==> config.mk <==
export PLATFORM = sky130hd
export DESIGN_NAME = doodler_motion
export DESIGN_NICKNAME = d
export VERILOG_FILES = /design/src/rtl/doodler_motion.sv
export SDC_FILE = /design/constraint.sdc
export NUM_CORES = 1
export LEC_CHECK = 0
export CAP_MARGIN = 40
export CORE_ASPECT_RATIO = 0.6
export CORE_MARGIN = 5
export CORE_UTILIZATION = 55
export CTS_CLUSTER_DIAMETER = 60
export DETAILED_ROUTE_END_ITERATION = 8
export PLACE_DENSITY = 0.78
export SLEW_MARGIN = 5
export SYNTH_ARGS = -nofsm -noshare
export SYNTH_HDL_FRONTEND = slang
export SYNTH_SLANG_ARGS = --single-unit
==> constraint.sdc <==
create_clock -name frame_clk -period 20.1 [get_ports frame_clk]
set_clock_uncertainty 0.05 [all_clocks]
set_input_delay 3.015 -clock frame_clk [delete_from_list [all_inputs] [get_ports frame_clk]]
set_output_delay 3.015 -clock frame_clk [all_outputs]
set_load 0.05 [all_outputs]
==> src/rtl/doodler_motion.sv <==
// rtl/doodler_motion.sv - per-frame doodler motion, platform landing, scroll and score engine
// Platform checks are combinational over all eight platforms; every output is registered.
module doodler_motion #(
  parameter int SCREEN_W    = 320,
  parameter int SCREEN_H    = 480,
  parameter int SCROLL_LINE = 200,
  parameter int JUMP_VEL    = 12,
  parameter int GRAVITY     = 1,
  parameter int MAX_FALL    = 12,
  parameter int STEP        = 3,
  parameter int DOODLE_H    = 8,
  parameter int DOODLE_HW   = 4,
  parameter int START_X     = 160,
  parameter int START_Y     = 400
) (
  input  logic            frame_clk,
  input  logic            Reset,
  input  logic [7:0]      keycode,
  input  logic [7:0][9:0] Platform_X_in,
  input  logic [7:0][9:0] Platform_Y_in,
  input  logic [9:0]      platform_size,
  output logic [9:0]      Doodle_X,
  output logic [9:0]      Doodle_Y,
  output logic [9:0]      distance,
  output logic [7:0]      land_hit,
  output logic [15:0]     score,
  output logic            game_over,
  output logic [1:0]      state_out
);

  typedef enum logic [1:0] {READY = 2'd0, JUMPING = 2'd1, FALLING = 2'd2, DEAD = 2'd3} state_t;

  localparam logic [10:0]        L_W        = 11'(SCREEN_W);
  localparam logic [9:0]         L_STEP     = 10'(STEP);
  localparam logic [9:0]         L_WRAP_L   = 10'(SCREEN_W - STEP);
  localparam logic signed [10:0] L_SCROLL   = 11'(SCROLL_LINE);
  localparam logic [9:0]         L_SCROLL_Y = 10'(SCROLL_LINE);
  localparam logic signed [10:0] L_YMAX     = 11'(SCREEN_H - 1);
  localparam logic signed [10:0] L_DH       = 11'(DOODLE_H);
  localparam logic [9:0]         L_DH10     = 10'(DOODLE_H);
  localparam logic [10:0]        L_HW       = 11'(DOODLE_HW);
  localparam logic signed [5:0]  L_JUMP     = 6'(-JUMP_VEL);
  localparam logic signed [5:0]  L_GRAV     = 6'(GRAVITY);
  localparam logic signed [5:0]  L_MAXF     = 6'(MAX_FALL);
  localparam logic [9:0]         L_X0       = 10'(START_X);
  localparam logic [9:0]         L_Y0       = 10'(START_Y);
  localparam logic [7:0]         K_LEFT     = 8'h04;
  localparam logic [7:0]         K_RIGHT    = 8'h07;
  localparam logic [7:0]         K_START    = 8'h2C;

  state_t             r_state;
  logic [9:0]         r_x, r_y, r_dist;
  logic signed [5:0]  r_vel;
  logic [7:0]         r_land;
  logic [15:0]        r_score;
  logic               r_go;

  logic signed [10:0] w_ny, w_ny_bot;
  logic [10:0]        w_right;
  logic [9:0]         w_nx, w_dx, w_land_y, w_sdist;
  logic               w_hit, w_scroll, w_dead;
  logic [2:0]         w_idx;
  logic [7:0]         w_land;
  logic signed [5:0]  w_vel_inc, w_vel_next;
  logic [16:0]        w_score_sum;
  logic [15:0]        w_score_next;

  assign w_ny     = $signed({1'b0, r_y}) + 11'(r_vel);
  assign w_ny_bot = w_ny + L_DH;
  assign w_right  = {1'b0, r_x} + {1'b0, L_STEP};

  always_comb begin
    w_nx = r_x;
    if (keycode == K_LEFT)
      w_nx = (r_x < L_STEP) ? r_x + L_WRAP_L : r_x - L_STEP;
    else if (keycode == K_RIGHT)
      w_nx = (w_right >= L_W) ? 10'(w_right - L_W) : w_right[9:0];
  end

  // Scan high to low so the lowest qualifying index is the one left standing.
  always_comb begin
    w_hit = 1'b0;
    w_idx = 3'd0;
    w_dx  = '0;
    for (int i = 7; i >= 0; i--) begin
      w_dx = (w_nx >= Platform_X_in[i]) ? w_nx - Platform_X_in[i] : Platform_X_in[i] - w_nx;
      if (!r_vel[5]
          && (({1'b0, r_y} + {1'b0, L_DH10}) <= {1'b0, Platform_Y_in[i]})
          && (w_ny_bot >= $signed({1'b0, Platform_Y_in[i]}))
          && ({1'b0, w_dx} < ({1'b0, platform_size} + L_HW))) begin
        w_hit = 1'b1;
        w_idx = 3'(i);
      end
    end
  end

  assign w_land       = w_hit ? (8'b1 << w_idx) : 8'b0;
  assign w_land_y     = Platform_Y_in[w_idx] - L_DH10;
  assign w_vel_inc    = r_vel + L_GRAV;
  assign w_vel_next   = (w_vel_inc > L_MAXF) ? L_MAXF : w_vel_inc;
  assign w_scroll     = r_vel[5] && (w_ny < L_SCROLL);
  assign w_sdist      = w_scroll ? 10'(L_SCROLL - w_ny) : 10'd0;
  assign w_dead       = w_ny_bot > L_YMAX;
  assign w_score_sum  = {1'b0, r_score} + {7'd0, w_sdist};
  assign w_score_next = w_score_sum[16] ? 16'hFFFF : w_score_sum[15:0];

  always_ff @(posedge frame_clk) begin
    if (Reset) begin
      r_state <= READY;
      r_x     <= L_X0;
      r_y     <= L_Y0;
      r_vel   <= '0;
      r_dist  <= '0;
      r_land  <= '0;
      r_score <= '0;
      r_go    <= 1'b0;
    end else begin
      r_land <= '0;
      r_dist <= '0;
      case (r_state)
        READY: begin
          if (keycode == K_START) begin
            r_state <= JUMPING;
            r_vel   <= L_JUMP;
            r_score <= '0;
          end
        end
        JUMPING, FALLING: begin
          r_x <= w_nx;
          if (w_hit) begin
            r_y     <= w_land_y;
            r_vel   <= L_JUMP;
            r_land  <= w_land;
            r_state <= JUMPING;
          end else if (w_dead) begin
            r_state <= DEAD;
            r_go    <= 1'b1;
          end else begin
            r_y     <= w_scroll ? L_SCROLL_Y : w_ny[9:0];
            r_dist  <= w_sdist;
            r_score <= w_score_next;
            r_vel   <= w_vel_next;
            r_state <= w_vel_next[5] ? JUMPING : FALLING;
          end
        end
        DEAD: begin
          if (keycode == K_START) begin
            r_state <= READY;
            r_x     <= L_X0;
            r_y     <= L_Y0;
            r_vel   <= '0;
            r_go    <= 1'b0;
          end
        end
        default: r_state <= READY;
      endcase
    end
  end

  assign Doodle_X  = r_x;
  assign Doodle_Y  = r_y;
  assign distance  = r_dist;
  assign land_hit  = r_land;
  assign score     = r_score;
  assign game_over = r_go;
  assign state_out = r_state;

endmodule

==> impl_metrics.json, run 1 <==
{
  "cp_data_required_time_ps": 20270,
  "grtUsageMet2": 0.498,
  "critPathMostFrequentCell": "o21ai_0",
  "ys_seq_area_frac": 0.0724,
  "yosys_warnings": 0,
  "grt-busiest-layer": "met1",
  "fin_tns_setup_ps": 0,
  "grt_max_degree": 45,
  "nets": 3105,
  "drive_gt1_frac": 0.0470,
  "max_freq_mhz": 77.4,
  "grt-ovfl-total": 0,
  "synthArstFlopShare": 0,
  "grt_pass1_wl_um": 98900,
  "multi_input_area_um2": 15000,
  "die_area_um2": 35400,
  "globalRouteMet1Util": 0.532,
  "cp.arrival_ps": 13080,
  "cts_hold_buf": 0,
  "hpwl_um": 53000,
  "clock_path_buffers": 2,
  "clock-sinks": 63,
  "hp-start": "score[0]",
  "synth-main-ff-cell": "dfxtp_1",
  "p_sw_frac": 0.572,
  "drv_slew": 0,
  "cts_buffers": 9,
  "crit_path_end": "Doodle_Y[4]",
  "antenna_left": 0,
  "ctsResizeCount": 0,
  "drc": 0,
  "drtPass1Iterations": 6,
  "synthCells": 2259,
  "slew_headroom": 0.360,
  "synthTopCellsByArea": "ha_1, dfxtp_1, a21oi_1",
  "antenna_found_initial": 1,
  "cp_slowest_stage_delay_ps": 680,
  "track_usage": 0.348,
  "cts_tree": "built",
  "min_period_ps": 12910,
  "hold_viol_final": 0,
  "viasPerCell": 6.42,
  "vias": 18700,
  "yosysUniqueCellTypes": 91,
  "placementRows": 50,
  "p_clk_frac": 0.071,
  "tightest_slew_ps": 956,
  "syn_to_final_growth_pct": 18.7,
  "ios": 237,
  "power_switching_mw": 1.31,
  "worstRegToRegCells": 39,
  "synthesis.nets": 2877,
  "clock_latency_ps": 340,
  "netlist_area_um2": 17400,
  "cts_setup_buffers": 0,
  "gp_congestion": 1.03,
  "crit_fanout": 15,
  "wl_um": 64700,
  "drt-initial-drc-count": 1779,
  "finalPower_mw": 2.28,
  "outcome": "complete, no violations",
  "irDropWorstVdd_uv": 143,
  "p_leak_nw": 9.67,
  "fillers": 2746,
  "wl_per_cell_um": 22.3,
  "fin_crit_sh": 0.642,
  "synth_top_area_frac": 0.302,
  "pre_cts_slack_ps": 6930,
  "cts_htree_levels": 3,
  "power_frac_seq": 0.066,
  "power_density_nw_per_um2": 110,
  "synth_edf_count": 0,
  "root_buffer": "clkbuf_16",
  "regArea_um2": 1260,
  "internal_power_mw": 0.976,
  "final_cell_mix": "ha_1, inv_1, clkdlybuf4s50_1",
  "yosys.area.top_type": "ha_1",
  "initial_utilization": 0.558,
  "io_buffer_count": 236,
  "r2r_slack_ps": 9790,
  "maxCapViolCount": 0,
  "cp-startpoint": "keycode[4]",
  "finalWorstSetupSlack_ps": 7190,
  "use_met3": 0.0761,
  "holdWs_ps": 417,
  "hp-class": "reg2reg",
  "finalSetupViolations": 0,
  "synth.ff_latch_count": 63,
  "comb_power_share": 0.863,
  "r2r-start": "Doodle_X[0]",
  "setup.worst_path.class": "in2reg",
  "die_h_um": 148,
  "layout_commonest_cell": "ha_1",
  "grt_pass1_vias": 17600,
  "crit_path_end_kind": "flop",
  "rsz0062_at_grt": "false",
  "crit_path_start_kind": "input pin",
  "core_area_um2": 31200,
  "cp_slowest_cell": "nor4_1",
  "die_w_um": 240,
  "rr_endpoint": "Doodle_Y[4]",
  "syn_avg_cell_area_um2": 7.71,
  "path_clk_slew_ps": 50
}
## cells in the mapped netlist (9+ instances only)
library cell / number
nand3_1: 59
nor2b_1: 53
or3_1: 16
a211oi_1: 33
a21oi_1: 188
mux2_2: 17
o211ai_1: 18
nand2_1: 121
nor2_1: 132
and3_1: 11
o22ai_1: 18
a21boi_0: 16
a22oi_1: 13
o21ai_0: 149
ha_1: 420
xnor2_1: 73
o31ai_1: 15
a31oi_1: 32
fa_1: 18
nand2b_1: 45
clkbuf_1: 45
nor3_1: 50
mux2i_1: 73
o21a_1: 23
o21bai_1: 17
dfxtp_1: 63
nand4_1: 20
o221ai_1: 9
a21o_1: 67
a211o_1: 18
inv_1: 235
xor2_1: 38
## per-layer routing
metal | part of all wire | wire, um
met5 | 0 | 0
met4 | 0.021 | 1390
met3 | 0.11 | 7370
met2 | 0.40 | 25800
met1 | 0.47 | 30200
## cell families (layout without fill, tap and decap cells)
logic type      count (synthesis)  count (layout)  share of synthesized area
flops                          63              63                     0.0724
compound gates                702             702                      0.264
fa+ha+maj                     438             438                      0.323
simple gates                  557             557                      0.162
xor+xnor                      112             112                     0.0568
buf+inv                       294             527                     0.0662
other cells                     0               1                          0
mux                            93              93                     0.0563
## flip-flops by register name, indices dropped and copies added, names as in the netlist
register / cells
land_hit: 8
Doodle_X: 10
Doodle_Y: 10
game_over: 1
state_out: 2
distance: 10
r_vel: 6
score: 16
## cell type report
type | count | area share
Clock buffer | 9 | 0.0109
Inverter | 236 | 0.0429
Sequential cell | 63 | 0.0610
Multi-Input combinational cell | 1902 | 0.727
Tap cell | 416 | 0.0252
Antenna cell | 1 | 0.000121
Timing Repair Buffer | 275 | 0.129
Clock inverter | 7 | 0.00381
## power groups by stage
stage / Combinational [mW] / Clock (mW) / Sequential [mW]
after floorplan: 1.34 / 0 / 0.173
after global placement: 1.83 / 0 / 0.153
after detailed placement: 1.87 / 0 / 0.153
after CTS: 1.89 / 0.162 / 0.151
after global routing: 2.10 / 0.167 / 0.153
final: 1.97 / 0.161 / 0.151
## metrics by stage
| stage | utilization | instance area (um^2) | instances |
|---|---|---|---|
| 2_1_floorplan | - | 17400 | 2259 |
| 3_3_place_gp | 0.651 | 20300 | 2889 |
| 3_5_place_dp | 0.652 | 20400 | 2891 |
| 4_1_cts | 0.662 | 20700 | 2907 |
| 5_1_grt | 0.662 | 20700 | 2908 |
| 6_report | 0.662 | 20700 | 2909 |
## worst min-delay path by stage
stage	slack [ps]	end	cells past startpoint
after global routing	450	score[3]	2
after CTS	420	score[0]	2
final	420	score[0]	2
after global placement	410	game_over	2
after floorplan	470	r_vel[2]	2
after detailed placement	410	score[4]	2
## critical path, delay by kind of cell
kind,cells,cell delay (ps)
buf+inv,5,1110
xor+xnor,2,330
compound gates,16,2940
fa+ha+maj,4,1320
mux,1,420
simple gates,13,3910
Note: power is estimated with default switching activity, not from simulation.
==> run 2: changes to the inputs <==
==> constraint.sdc (replaced) <==
create_clock -name frame_clk -period 13.4 [get_ports frame_clk]
set_clock_uncertainty 0.05 [all_clocks]
set_input_delay 2.01 -clock frame_clk [delete_from_list [all_inputs] [get_ports frame_clk]]
set_output_delay 2.01 -clock frame_clk [all_outputs]
set_load 0.05 [all_outputs]
==> run 2 against run 1 <==
Clock-buffer cell count up 4. Via count about the same. Die area unchanged. Global-route usage up 0.97 points. Clock power up 43%. Combinational power up 49%. Worst setup slack worse by 5500 ps. Cell count about the same. Power up 49%. First-iteration DRC count up 16%. Critical path type unchanged. Highest routed layer unchanged.
==> impl_metrics.json, run 2 (synthesis results as in run 1) <==
{
  "fin_crit_sh": 0.876,
  "crit_path_start_kind": "input pin",
  "cp_data_required_time_ps": 13580,
  "drt-initial-drc-count": 2055,
  "tightest_slew_ps": 1000,
  "drtPass1Iterations": 6,
  "crit_path_end_kind": "flop",
  "final_cell_mix": "ha_1, inv_1, clkdlybuf4s50_1",
  "wl_per_cell_um": 23.0,
  "drive_gt1_frac": 0.0485,
  "cp.arrival_ps": 11920,
  "syn_to_final_growth_pct": 18.9,
  "cts_tree": "built",
  "root_buffer": "clkbuf_16",
  "max_freq_mhz": 85.2,
  "track_usage": 0.357,
  "die_w_um": 240,
  "clock-sinks": 63,
  "antenna_found_initial": 0,
  "rsz0062_at_grt": "false",
  "grtUsageMet2": 0.515,
  "slew_headroom": 0.333,
  "dpl.cell_count": 2894,
  "grt_pass1_wl_um": 100000,
  "irDropWorstVdd_uv": 188,
  "path_clk_slew_ps": 60,
  "cts_hold_buf": 0,
  "die_h_um": 148,
  "hp-class": "reg2reg",
  "viasPerCell": 6.41,
  "clock_path_buffers": 2,
  "core_area_um2": 31200,
  "cp_slowest_stage_delay_ps": 740,
  "outcome": "complete, no violations",
  "grt_max_degree": 27,
  "globalRouteMet1Util": 0.537,
  "clock_latency_ps": 340,
  "nets": 3109,
  "ios": 237,
  "gp_congestion": 1.01,
  "hold_viol_final": 0,
  "maxCapViolCount": 0,
  "wl_um": 66900,
  "largest_reg_flops": 16,
  "cts_buffers": 9,
  "power_density_nw_per_um2": 164,
  "ctsResizeCount": 0,
  "drv_slew": 0,
  "drc": 0,
  "fin_tns_setup_ps": 0,
  "finalSetupViolations": 0,
  "final_cell_count_no_fill": 2911,
  "io_buffer_count": 236,
  "placementRows": 50,
  "use_met3": 0.0867,
  "grt_pass1_vias": 17500,
  "hpwl_um": 54600,
  "cts_setup_buffers": 0,
  "setup.worst_path.class": "in2reg",
  "p_leak_nw": 9.70,
  "grt-busiest-layer": "met1",
  "finalPower_mw": 3.39,
  "min_period_ps": 11740,
  "layout_commonest_cell": "ha_1",
  "antenna_left": 0,
  "grt-ovfl-total": 0,
  "cts_htree_levels": 3,
  "cp_slowest_cell": "nor4_1",
  "die_area_um2": 35400,
  "initial_utilization": 0.558,
  "n_antenna_cell": 0,
  "vias": 18600,
  "crit_fanout": 15
}
==> run 2: cell count changes in the layout (fill, tap and decap cells not counted), sizes merged <==
| cell | previous run | this run |
|---|---|---|
| buf | 40 | 44 |
| bufinv | 1 | 0 |
| clkbuf | 9 | 13 |
| clkinv | 1 | 0 |
| clkinvlp | 3 | 2 |
| diode | 1 | 0 |
| inv | 238 | 236 |
==> run 2: layer usage <==
layer / wire (um) / part of all wire
met3: 8090 / 0.12
met2: 26700 / 0.40
met1: 30600 / 0.46
met4: 1500 / 0.022
met5: 0 / 0
==> run 2: stage by stage <==
step / hold slack (ps) / instance area, um^2 / util / worst slack (ps)
floorplan: 474 / 17400 / - / 2190
global placement: 407 / 20300 / 0.651 / 1590
detailed placement: 419 / 20400 / 0.654 / 1580
CTS: 434 / 20700 / 0.663 / 1910
global route: 454 / 20700 / 0.663 / 841
finish: 431 / 20700 / 0.663 / 1660
==> run 2: report_power, final <==
part	leakage, nW	switching [mW]	internal (mW)
registers	0.509	0.0230	0.204
clock network	0.134	0.0905	0.139
logic	9.06	1.82	1.11
==> run 2: path summary, 6_finish.rpt <==
path,from,to,slack (ps),cells after the start
max,keycode[4],Doodle_Y[4],1660,39
max reg2reg,Doodle_X[0],Doodle_Y[4],3010,39
min reg2reg,score[9],score[9],430,2
min,score[9],score[9],430,2
==> run 2: critical path, delay by kind of cell <==
| kind | cells | cell delay [ps] |
|---|---|---|
| mux | 1 | 430 |
| simple gates | 13 | 3770 |
| xor+xnor | 2 | 830 |
| compound gates | 16 | 3180 |
| buf+inv | 4 | 660 |
| fa+ha+maj | 3 | 1030 |
==> run 2: final cells by class <==
type / count / area [um^2]
Sequential cell: 63 / 1260
Fill cell: 2641 / 10500
Tap cell: 416 / 520
Timing Repair Buffer: 279 / 2710
Inverter: 236 / 886
Clock buffer: 13 / 270
Clock inverter: 2 / 15.0
Multi-Input combinational cell: 1902 / 15000
